### src/rtl/wb_master.sv
// wb_master: single-outstanding Wishbone classic bus master.
// Takes one command at a time from a valid/ready local port. It runs one
// Wishbone cycle per command and returns a one-cycle response pulse.
// Optional build macro WB_MASTER_TIMEOUT_EN adds an ACK timeout. When the
// timeout fires, the cycle is aborted and RSP_ERR is set. Without the macro,
// the master waits for ACK forever and RSP_ERR is tied low.
//
// state | meaning
// IDLE  | ready for a command; the bus is released
// BUS   | Wishbone cycle in flight, waiting for WB_ACK_I
module wb_master #(
  parameter int unsigned TIMEOUT = 16
) (
  input  logic        WB_CLK_I,
  input  logic        WB_RST_I,
  input  logic        CMD_VALID,
  output logic        CMD_READY,
  input  logic        CMD_WE,
  input  logic [7:0]  CMD_ADDR,
  input  logic [31:0] CMD_DATA,
  output logic        RSP_VALID,
  output logic [31:0] RSP_DATA,
  output logic        RSP_ERR,
  output logic        WB_CYC_O,
  output logic        WB_STB_O,
  output logic        WB_WE_O,
  output logic [7:0]  WB_ADR_O,
  output logic [31:0] WB_DAT_O,
  input  logic [31:0] WB_DAT_I,
  input  logic        WB_ACK_I
);

  if (TIMEOUT < 1 || TIMEOUT > 255) begin : g_bad_timeout
    $error("wb_master: TIMEOUT must be in 1..255");
  end

  typedef enum logic {IDLE = 1'b0, BUS = 1'b1} state_t;

  state_t      state_q, state_d;
  logic        cyc_q, cyc_d;
  logic        we_q, we_d;
  logic [7:0]  adr_q, adr_d;
  logic [31:0] dat_q, dat_d;
  logic        rsp_valid_q, rsp_valid_d;
  logic [31:0] rsp_data_q, rsp_data_d;
  logic        timeout_hit;

`ifdef WB_MASTER_TIMEOUT_EN
  localparam logic [7:0] TIMEOUT_LAST = 8'(TIMEOUT - 1);

  logic [7:0] cnt_q, cnt_d;
  logic       rsp_err_q, rsp_err_d;

  // The counter holds the number of ACK-less BUS cycles already completed.
  // The abort happens on the edge that would bring the count up to TIMEOUT.
  assign timeout_hit = (state_q == BUS) && !WB_ACK_I && (cnt_q == TIMEOUT_LAST);

  // Next-state logic for the timeout counter and the error flag. ACK beats a
  // timeout that lands on the same edge.
  always_comb begin
    cnt_d     = cnt_q;
    rsp_err_d = rsp_err_q;
    if (state_q == IDLE) begin
      if (CMD_VALID) cnt_d = 8'd0;
    end else if (WB_ACK_I) begin
      rsp_err_d = 1'b0;
    end else begin
      cnt_d = cnt_q + 8'd1;
      if (timeout_hit) rsp_err_d = 1'b1;
    end
  end

  // Timeout counter and error flag registers.
  always_ff @(posedge WB_CLK_I or posedge WB_RST_I) begin
    if (WB_RST_I) begin
      cnt_q     <= 8'd0;
      rsp_err_q <= 1'b0;
    end else begin
      cnt_q     <= cnt_d;
      rsp_err_q <= rsp_err_d;
    end
  end

  assign RSP_ERR = rsp_err_q;
`else
  assign timeout_hit = 1'b0;
  assign RSP_ERR     = 1'b0;
`endif

  // Next-state and bus register logic. Bus fields hold their value unless a
  // new command is accepted.
  always_comb begin
    state_d     = state_q;
    cyc_d       = cyc_q;
    we_d        = we_q;
    adr_d       = adr_q;
    dat_d       = dat_q;
    rsp_valid_d = 1'b0;
    rsp_data_d  = rsp_data_q;
    case (state_q)
      IDLE: begin
        if (CMD_VALID) begin
          we_d    = CMD_WE;
          adr_d   = CMD_ADDR;
          dat_d   = CMD_DATA;
          cyc_d   = 1'b1;
          state_d = BUS;
        end
      end
      BUS: begin
        if (WB_ACK_I) begin
          cyc_d       = 1'b0;
          rsp_valid_d = 1'b1;
          rsp_data_d  = we_q ? 32'd0 : WB_DAT_I;
          state_d     = IDLE;
        end else if (timeout_hit) begin
          cyc_d       = 1'b0;
          rsp_valid_d = 1'b1;
          rsp_data_d  = 32'd0;
          state_d     = IDLE;
        end
      end
      default: state_d = IDLE;
    endcase
  end

  // State and output registers. An async reset aborts any cycle in flight
  // without producing a response.
  always_ff @(posedge WB_CLK_I or posedge WB_RST_I) begin
    if (WB_RST_I) begin
      state_q     <= IDLE;
      cyc_q       <= 1'b0;
      we_q        <= 1'b0;
      adr_q       <= 8'd0;
      dat_q       <= 32'd0;
      rsp_valid_q <= 1'b0;
      rsp_data_q  <= 32'd0;
    end else begin
      state_q     <= state_d;
      cyc_q       <= cyc_d;
      we_q        <= we_d;
      adr_q       <= adr_d;
      dat_q       <= dat_d;
      rsp_valid_q <= rsp_valid_d;
      rsp_data_q  <= rsp_data_d;
    end
  end

  assign CMD_READY = (state_q == IDLE) && !WB_RST_I;
  assign WB_CYC_O  = cyc_q;
  assign WB_STB_O  = cyc_q;
  assign WB_WE_O   = we_q;
  assign WB_ADR_O  = adr_q;
  assign WB_DAT_O  = dat_q;
  assign RSP_VALID = rsp_valid_q;
  assign RSP_DATA  = rsp_data_q;

endmodule

### config.mk
export PLATFORM = sky130hd
export DESIGN_NAME = wb_master
export DESIGN_NICKNAME = d
export VERILOG_FILES = /design/src/rtl/wb_master.sv
export SDC_FILE = /design/constraint.sdc
export NUM_CORES = 1
export LEC_CHECK = 0
export CAP_MARGIN = 20
export CELL_PAD_IN_SITES_DETAIL_PLACEMENT = 1
export CELL_PAD_IN_SITES_GLOBAL_PLACEMENT = 2
export CORE_MARGIN = 2
export CORE_UTILIZATION = 25
export CTS_CLUSTER_SIZE = 24
export DETAILED_ROUTE_END_ITERATION = 10
export HOLD_SLACK_MARGIN = 0.03
export PLACE_DENSITY_LB_ADDON = 0.1
export SLEW_MARGIN = 20
export SYNTH_ARGS = -nofsm -noshare
export SYNTH_HDL_FRONTEND = slang
export SYNTH_SLANG_ARGS = --single-unit
### constraint.sdc
create_clock -name WB_CLK_I -period 3.4 [get_ports WB_CLK_I]
set_input_delay 0.68 -clock WB_CLK_I [delete_from_list [all_inputs] [get_ports WB_CLK_I]]
set_output_delay 0.68 -clock WB_CLK_I [all_outputs]
set_load 0.02 [all_outputs]
; ---- Word level (Yosys, flattened, before mapping)
; Cells that the tools add are included.
[classes]
reduce_logical = 5
n_mux = 9
eq_ne = 2
bitwise_logic = 1
[op_table]
columns = op, count
row1 = 32-bit 2-to-1 mux, 1
row2 = 1-bit 2-to-1 mux, 6
row3 = 2-bit AND reduction, 3
row4 = 2-bit != test (second input constant), 2
row5 = 1-bit one-hot mux with 2 select lines, 2
row6 = 1-bit logical AND, 1
row7 = 1-bit logical NOT, 1
row8 = 1-bit NOT, 1
[totals]
register_bits = 76
in_bits = 77

; ---- Depth between registers and ports, before layout
; Gate-level depths: netlist of the first run.
[depth]
ltp_word = 3
depth_mapped = 4
ltp_nobuf = 2

; ---- Least setup slack after synthesis of the first run
; No wires, ideal clock.
[synth_path]
path_type = input to output
from = in WB_RST_I
to = out CMD_READY
required_ns = 2.720
setup_slack_ns = 1.760
stages = 1
path_buffers = 0
arrival_time_ns = 0.960
path_cell_list = nor2_1
[synth_via]
elab_chain_len = 2
[synth_rtl]
columns = element, line
row1 = from (decl), 15  ; input logic WB_RST_I,
row2 = 1-bit logical NOT, 149  ; assign CMD_READY = (state_q == IDLE) && !WB_RST_I;
row3 = 1-bit logical AND, 149
row4 = to (decl), 17  ; output logic CMD_READY,
; No other way between the ends.

; ---- Worst setup path in the final report of the first run
; Same ends and word-level chain as after synthesis.

==> results.sh, run 1 <==
export IMPL_route_met3_wl_um=617
export IMPL_vias=2178
export IMPL_nets=435
export IMPL_slowest_stage="clkdlybuf4s50_1"
export IMPL_clk_latency_ns=0.33
export IMPL_drt_iter0_markers=68
export IMPL_pin_count=155
export IMPL_period_share=0.733
export IMPL_crit_type="input pin to output port"
export IMPL_cp_required_ns=2.72
export IMPL_synth_nets=281
export IMPL_crit_top_cell="clkdlybuf4s50_1"
export IMPL_max_stage_delay_ns=0.60
export IMPL_dp_slack_ns=0.905
export IMPL_arrival_ns=1.81
export IMPL_ys_warn_count=0
export IMPL_ys_ff_latch=76
export IMPL_holdWs_ns=0.490
export IMPL_worst_path_max_fanout=2
export IMPL_yosysMostFrequentCell="dfrtp_1"
export IMPL_ant_nets=0
export IMPL_cap_violations=0
export IMPL_fp_coreArea_sq_um=12100
export IMPL_row_count=40
export IMPL_portBuffers=153
export IMPL_ir_drop_mv=0.256
export IMPL_timing_fmax_ghz=0.401
export IMPL_dieArea_sq_um=13400
export IMPL_dieHeight_um=116
export IMPL_setup_ws_ns=0.908
export IMPL_rsz0062_at_grt="false"
export IMPL_synth_async_reset_ratio=1.00
export IMPL_grt_pass1_vias=2340
export IMPL_power_leakage_nw=2.16
export IMPL_worst_r2r_path_depth=2
export IMPL_setup_tns_ns=0
export IMPL_clk_pin_slew_ns=0.06
export IMPL_wirelength_um=8020
export IMPL_grt_pass1_wl_um=12700
export IMPL_path_cells="clkdlybuf4s50_1 -> nor2_1 -> clkdlybuf4s50_1"
export IMPL_ys_top_cells_by_area="dfrtp_1 (61%), mux2_2 (25%), and2b_2 (3.4%), and2b_1 (2.9%), buf_6 (1.8%)"
export IMPL_drive_above_1_share=0.273
export IMPL_routedLengthMet1_um=3330
export IMPL_end_kind="output port"
export IMPL_worstMarginPinSlew_ns=0.848
export IMPL_cts_resized_gates=0
export IMPL_relSlewSlack=0.433
export IMPL_synth_area_sq_um=3120
export IMPL_cts_made_buffers=9
export IMPL_synthTopCellsByCount="dfrtp_1 (76), mux2_2 (70), and2b_1 (12), and2b_2 (12), nor2b_1 (9)"
export IMPL_clock_tree_root_cell="clkbuf_16"
export IMPL_setup_viol=0
export IMPL_synth_cells=204
export IMPL_area_growth_syn_to_layout_pct=63.1
export IMPL_wl_per_cell_um=15.1
export IMPL_p_per_area_nw_per_um2=688
export IMPL_gp_congestion=0.657
export IMPL_clock_skew_ns=0.00300
export IMPL_start_util=0.257
export IMPL_grt_overflow_total=0
export IMPL_fin_crit_ns=2.49
export IMPL_cts_tree="yes"
export IMPL_cts_max_level=3
export IMPL_antenna_found_initial=0
export IMPL_hold_path_class="flip-flop to flip-flop"
export IMPL_post_drt_via_cell_ratio=4.10
export IMPL_die_x_um=116
export IMPL_cts_max_path_buffers=2
export IMPL_status="complete, no violations"
export IMPL_synth_cell_type_count=16
export IMPL_slew_violations=0
export IMPL_synth_edff_count=0
export IMPL_drc=0
export IMPL_yosysTopAreaCellShare=0.610
export IMPL_grt_start_max_net_pins=77
export IMPL_hold_buffers=0
export IMPL_diodes=0
export IMPL_grtUsageTotal=0.126
export IMPL_yosys_area_top_type="dfrtp_1"
export IMPL_drt_first_pass_iters=4
export IMPL_hold_depth=1
export IMPL_postCtsSetupBuffers=0
export IMPL_finalHoldViolCount=0
export IMPL_wl_met2_um=3940
export IMPL_clkSinkCount=76
export IMPL_ys_flop_type="dfrtp_1"
export IMPL_syn_area_per_cell_sq_um=15.3
export IMPL_cp_start_kind="input pin"
export IMPL_dp_hpwl_um=5590
export IMPL_topRoutingLayerUsed="met4"
export IMPL_rrSetupSlack_ns=1.72
export IMPL_seq_area_frac_synth=0.610
[worst max-delay path: cells and delay by family]
family                 cells  cell delay [ns]
buffers and inverters      2             1.03
AND/OR/NAND/NOR            1             0.10
[area by class of cell]
| type | count | area (sq um) |
|---|---|---|
| fillers | 1298 | 7030 |
| clock inverters | 2 | 35.0 |
| multi-input cells | 112 | 1110 |
| clock buffers | 14 | 244 |
| repair buffers | 156 | 1570 |
| inverters | 3 | 11.3 |
| flip-flops and latches | 76 | 1900 |
| well taps | 168 | 210 |
[layer usage]
| layer | vias up | GRT usage |
|---|---|---|
| li1 | 991 | - |
| met1 | 1100 | 0.146 |
| met2 | 78 | 0.207 |
| met3 | 9 | 0.0465 |
| met4 | 0 | 0.0643 |
| met5 | - | 0 |
[cell usage in the layout, fill, tap and decap left out]
cell             count
bufinv_16            1
inv_1                2
mux2_2              70
inv_2                1
conb_1               1
nor2b_1              8
dfrtp_1             76
nor2_1               2
buf_4                2
clkbuf_1             5
o22ai_1              1
nand2_2              1
buf_12               1
clkdlybuf4s50_1    153
clkinv_2             1
mux2_1               3
o21a_1               1
nor2b_4              1
clkbuf_16            9
and2b_1             12
and2b_2             12
[registers in the layout, summed over array words and instances (netlist names)]
signal	cells
RSP_DATA	32
WB_DAT_O	32
WB_ADR_O	8
RSP_VALID	1
WB_CYC_O	1
WB_WE_O	1
state_q	1
[report_power, final]
part	total [mW]	switching (mW)	internal, mW
combinational	1.31	0.586	0.724
clock	0.920	0.351	0.569
sequential	1.27	0.120	1.15
total	3.50	1.06	2.44
[worst paths after layout]
check,to,startpoint
min in group asynchronous,WB_DAT_O[16],WB_RST_I
max reg2reg,RSP_DATA[11],state_q
max,CMD_READY,WB_RST_I
max in group asynchronous,RSP_DATA[15],WB_RST_I
min reg2reg,WB_ADR_O[1],WB_ADR_O[1]
min,WB_ADR_O[1],WB_ADR_O[1]
[cells by family after synthesis]
kind of cell	Yosys count	synth area share
DFF	76	0.610
AOI/OAI and AO/OA	2	0.00442
buffers and inverters	16	0.0349
muxes	73	0.264
other	1	0.00120
and+or+nand+nor	36	0.0851
[through the flow]
stage	total power [mW]	instance area, sq um	cells	util
final	3.50	5080	531	0.420
after floorplan	1.94	3120	204	-
after CTS	3.57	5080	531	0.420
after global routing	3.69	5080	531	0.420
after global placement	2.60	4800	515	0.396
after detailed placement	2.62	4800	515	0.396
Power figures use the tool's default switching activity.
==> inputs of run 2 (changes only) <==
==> constraint.sdc (replaced) <==
create_clock -name WB_CLK_I -period 2.59 [get_ports WB_CLK_I]
set_input_delay 0.518 -clock WB_CLK_I [delete_from_list [all_inputs] [get_ports WB_CLK_I]]
set_output_delay 0.518 -clock WB_CLK_I [all_outputs]
set_load 0.02 [all_outputs]
==> results.sh, run 2 (synthesized netlist as in run 1, its figures left out) <==
export IMPL_crit_type="input pin to output port"
export IMPL_clock_skew_ns=0.00428
export IMPL_hold_path_class="flip-flop to flip-flop"
export IMPL_cts_resized_gates=0
export IMPL_ant_nets=0
export IMPL_clk_latency_ns=0.33
export IMPL_gp_congestion=0.673
export IMPL_start_util=0.257
export IMPL_row_count=40
export IMPL_grt_start_max_net_pins=77
export IMPL_layout_commonest_cell="clkdlybuf4s50_1"
export IMPL_rsz0062_at_grt="false"
export IMPL_drive_above_1_share=0.280
export IMPL_portBuffers=153
export IMPL_hold_buffers=0
export IMPL_pin_count=155
export IMPL_drt_iter0_markers=57
export IMPL_grtUsageTotal=0.127
export IMPL_diodes=0
export IMPL_cp_start_kind="input pin"
export IMPL_fin_crit_ns=2.19
export IMPL_power_leakage_nw=2.18
export IMPL_die_x_um=116
export IMPL_dp_hpwl_um=5780
export IMPL_most_common_layout_cells="clkdlybuf4s50_1 (153), dfrtp_1 (76), mux2_2 (70), and2b_2 (12), and2b_1 (12)"
export IMPL_routedLengthMet1_um=3350
export IMPL_cts_max_path_buffers=2
export IMPL_drc=0
export IMPL_wirelength_um=8050
export IMPL_cap_violations=0
export IMPL_rrSetupSlack_ns=1.07
export IMPL_setup_viol=0
export IMPL_grt_overflow_total=0
export IMPL_worst_path_max_fanout=2
export IMPL_p_per_area_nw_per_um2=899
export IMPL_min_to="WB_ADR_O[1]"
export IMPL_cts_tree="yes"
export IMPL_status="complete, no violations"
export IMPL_hold_depth=1
export IMPL_design_area_sq_um=5130
export IMPL_vias=2162
export IMPL_placed_cell_area_sq_um=4840
export IMPL_route_met3_wl_um=610
export IMPL_cts_made_buffers=9
export IMPL_period_share=0.844
export IMPL_ir_drop_mv=0.341
export IMPL_nets=437
export IMPL_clk_pin_slew_ns=0.05
export IMPL_wl_per_cell_um=15.1
export IMPL_antenna_found_initial=0
export IMPL_topRoutingLayerUsed="met4"
export IMPL_cp_required_ns=2.07
export IMPL_clock_tree_root_cell="clkbuf_16"
export IMPL_reg2reg_to="WB_DAT_O[10]"
export IMPL_wl_met2_um=3930
export IMPL_arrival_ns=1.67
export IMPL_grt_pass1_wl_um=12600
export IMPL_slew_violations=0
export IMPL_hp_start="WB_ADR_O[1]"
export IMPL_end_kind="output port"
export IMPL_holdWs_ns=0.491
export IMPL_fp_coreArea_sq_um=12100
export IMPL_drt_first_pass_iters=2
export IMPL_rr_startpoint="state_q"
export IMPL_grt_pass1_vias=2382
export IMPL_post_drt_via_cell_ratio=4.06
export IMPL_finalHoldViolCount=0
export IMPL_timing_fmax_ghz=0.457
export IMPL_setup_tns_ns=0
export IMPL_dieHeight_um=116
export IMPL_worst_r2r_path_depth=3
export IMPL_clkSinkCount=76
export IMPL_cts_max_level=3
export IMPL_postCtsSetupBuffers=0
export IMPL_area_growth_syn_to_layout_pct=64.6
export IMPL_dieArea_sq_um=13400
[run 2: layout make-up]
class,instances,area (sq um)
fill,1299,6980
sequential,76,1900
timing repair buffer,158,1610
multi-input combinational,112,1110
clock buffer,13,250
tap,168,210
clock inverter,2,35.0
inverter,3,11.3
[run 2: report_power, final]
part / leakage (nW) / switching (mW) / internal (mW)
combinational: 1.12 / 0.770 / 0.960
clock: 0.140 / 0.449 / 0.766
sequential: 0.926 / 0.162 / 1.50
[run 2: how the worst max path moves through the flow]
stage | start | to | slack (ns) | cells past startpoint
global placement | WB_RST_I | CMD_READY | 0.42 | 3
global route | WB_RST_I | CMD_READY | 0.37 | 3
floorplan | WB_RST_I | RSP_DATA[0] | 0.13 | 1
detailed placement | WB_RST_I | CMD_READY | 0.40 | 3
CTS | WB_RST_I | CMD_READY | 0.40 | 3
finish | WB_RST_I | CMD_READY | 0.40 | 3
[run 2: critical path, stage by stage]
cell and delay, ns:
clkdlybuf4s50_1 0.44, nor2_1 0.10, clkdlybuf4s50_1 0.61
[run 2: per-layer routing]
layer  vias up  global-route usage
met5         -                   0
met4         0              0.0667
met3        11              0.0424
met2        80               0.212
met1      1066               0.146
li1       1005                   -
[run 2: metrics by stage]
stage | instances | worst slack, ns | power (mW) | util
3_5_place_dp | 517 | 0.401 | 3.45 | 0.400
3_3_place_gp | 517 | 0.417 | 3.43 | 0.400
5_1_grt | 532 | 0.372 | 4.88 | 0.423
4_1_cts | 532 | 0.400 | 4.71 | 0.423
2_1_floorplan | 204 | 0.134 | 2.55 | -
6_report | 532 | 0.404 | 4.61 | 0.423
==> inputs of run 3 (changes only) <==
==> constraint.sdc (replaced) <==
create_clock -name WB_CLK_I -period 2.15 [get_ports WB_CLK_I]
set_input_delay 0.43 -clock WB_CLK_I [delete_from_list [all_inputs] [get_ports WB_CLK_I]]
set_output_delay 0.43 -clock WB_CLK_I [all_outputs]
set_load 0.02 [all_outputs]
==> results.sh, run 3 (synthesized netlist as in run 1, its figures left out) <==
export IMPL_antenna_found_initial=0
export IMPL_most_common_layout_cells="clkdlybuf4s50_1 (153), dfrtp_1 (76), mux2_2 (70), and2b_2 (12), and2b_1 (12)"
export IMPL_cts_max_level=3
export IMPL_slew_violations=0
export IMPL_holdWs_ns=0.491
export IMPL_hold_depth=1
export IMPL_fill_cells=1279
export IMPL_hp_start="WB_ADR_O[1]"
export IMPL_fin_crit_ns=1.97
export IMPL_p_per_area_nw_per_um2=1110
export IMPL_hold_path_class="flip-flop to flip-flop"
export IMPL_drive_above_1_share=0.292
export IMPL_postCtsSetupBuffers=0
export IMPL_dp_hpwl_um=5820
export IMPL_wirelength_um=8040
export IMPL_timing_fmax_ghz=0.507
export IMPL_cts_max_path_buffers=2
export IMPL_grtUsageTotal=0.123
export IMPL_cp_required_ns=1.72
export IMPL_clock_tree_root_cell="clkbuf_16"
export IMPL_grt_pass1_wl_um=12200
export IMPL_finalHoldViolCount=0
export IMPL_rsz0062_at_grt="false"
export IMPL_rrSetupSlack_ns=0.81
export IMPL_crit_type="input pin to output port"
export IMPL_clockPowerShare=0.292
export IMPL_dieArea_sq_um=13400
export IMPL_clk_pin_slew_ns=0.05
export IMPL_dieHeight_um=116
export IMPL_reg2reg_to="WB_ADR_O[6]"
export IMPL_row_count=40
export IMPL_post_drt_via_cell_ratio=4.07
export IMPL_p_sw_mw=1.70
export IMPL_layout_commonest_cell="clkdlybuf4s50_1"
export IMPL_cts_tree="yes"
export IMPL_area_growth_syn_to_layout_pct=66.9
export IMPL_drt_iter0_markers=28
export IMPL_setup_viol=0
export IMPL_min_to="WB_ADR_O[1]"
export IMPL_diodes=0
export IMPL_setup_tns_ns=0
export IMPL_wl_per_cell_um=15.0
export IMPL_rr_startpoint="state_q"
export IMPL_grt_overflow_total=0
export IMPL_seq_power_share=0.346
export IMPL_portBuffers=153
export IMPL_relSlewSlack=0.666
export IMPL_gp_congestion=0.673
export IMPL_clk_latency_ns=0.33
export IMPL_worst_r2r_path_depth=3
export IMPL_clkSinkCount=76
export IMPL_grt_start_max_net_pins=40
export IMPL_power_leakage_nw=2.21
export IMPL_arrival_ns=1.54
export IMPL_cap_violations=0
export IMPL_cp_start_kind="input pin"
export IMPL_worst_path_max_fanout=2
export IMPL_drc=0
export IMPL_vias=2177
export IMPL_ant_nets=0
export IMPL_grt_pass1_vias=2328
export IMPL_hold_buffers=0
export IMPL_start_util=0.257
export IMPL_ir_drop_mv=0.477
export IMPL_drt_first_pass_iters=2
export IMPL_cts_made_buffers=9
export IMPL_p_comb_frac=0.361
export IMPL_worstMarginPinSlew_ns=0.501
export IMPL_nets=439
export IMPL_fp_coreArea_sq_um=12100
export IMPL_status="complete, no violations"
export IMPL_clock_skew_ns=0.00289
export IMPL_pin_count=155
export IMPL_intPower_mw=4.08
export IMPL_cts_resized_gates=0
export IMPL_period_share=0.918
export IMPL_die_x_um=116
export IMPL_sw_frac_of_total=0.294
export IMPL_end_kind="output port"
-- run 3: final cells by class --
| cell class | count | area [sq um] | area share |
|---|---|---|---|
| multi-input combinational | 112 | 1110 | 0.214 |
| sequential | 76 | 1900 | 0.366 |
| inverter | 3 | 15.0 | 0.00289 |
| tap | 168 | 210 | 0.0404 |
| clock inverter | 3 | 67.6 | 0.0130 |
| clock buffer | 13 | 270 | 0.0520 |
| timing repair buffer | 160 | 1620 | 0.312 |
-- run 3: routing by layer --
metal	global-route usage	vias to the layer above	share of wire
met3	0.0680	10	0.097
met5	0	-	0
li1	-	1003	-
met4	0.0381	0	0.011
met2	0.207	83	0.50
met1	0.133	1081	0.39
-- run 3: power by group through the flow --
stage | sequential, mW | combinational, mW | clock [mW]
after detailed placement | 2.03 | 2.13 | 0
after CTS | 2.01 | 2.13 | 1.76
final | 2.00 | 2.09 | 1.69
after global routing | 2.06 | 2.21 | 1.82
after global placement | 2.01 | 2.12 | 0
after floorplan | 2.49 | 0.575 | 0
-- run 3: through the flow --
stage | cells | util | worst slack (ns) | total power [mW] | instance area (sq um)
after floorplan | 204 | - | 0.838 | 3.07 | 3120
after global placement | 519 | 0.401 | 0.173 | 4.13 | 4860
after detailed placement | 519 | 0.401 | 0.169 | 4.16 | 4860
after CTS | 535 | 0.429 | 0.144 | 5.91 | 5200
after global routing | 535 | 0.429 | 0.0826 | 6.09 | 5200
final | 535 | 0.429 | 0.176 | 5.78 | 5200
-- run 3: worst max-delay path by stage --
stage,depth (start not counted),from,end,slack [ns]
6_report,3,WB_RST_I,CMD_READY,0.18
5_1_grt,2,state_q,CMD_READY,0.08
4_1_cts,2,state_q,CMD_READY,0.14
2_1_floorplan,3,WB_WE_O,RSP_DATA[19],0.84
3_3_place_gp,3,WB_RST_I,CMD_READY,0.17
3_5_place_dp,3,WB_RST_I,CMD_READY,0.17
-- run 3: worst max-delay path, stage by stage --
cell,delay [ns]
clkdlybuf4s50_1,0.42
nor2_1,0.09
clkdlybuf4s50_1,0.61
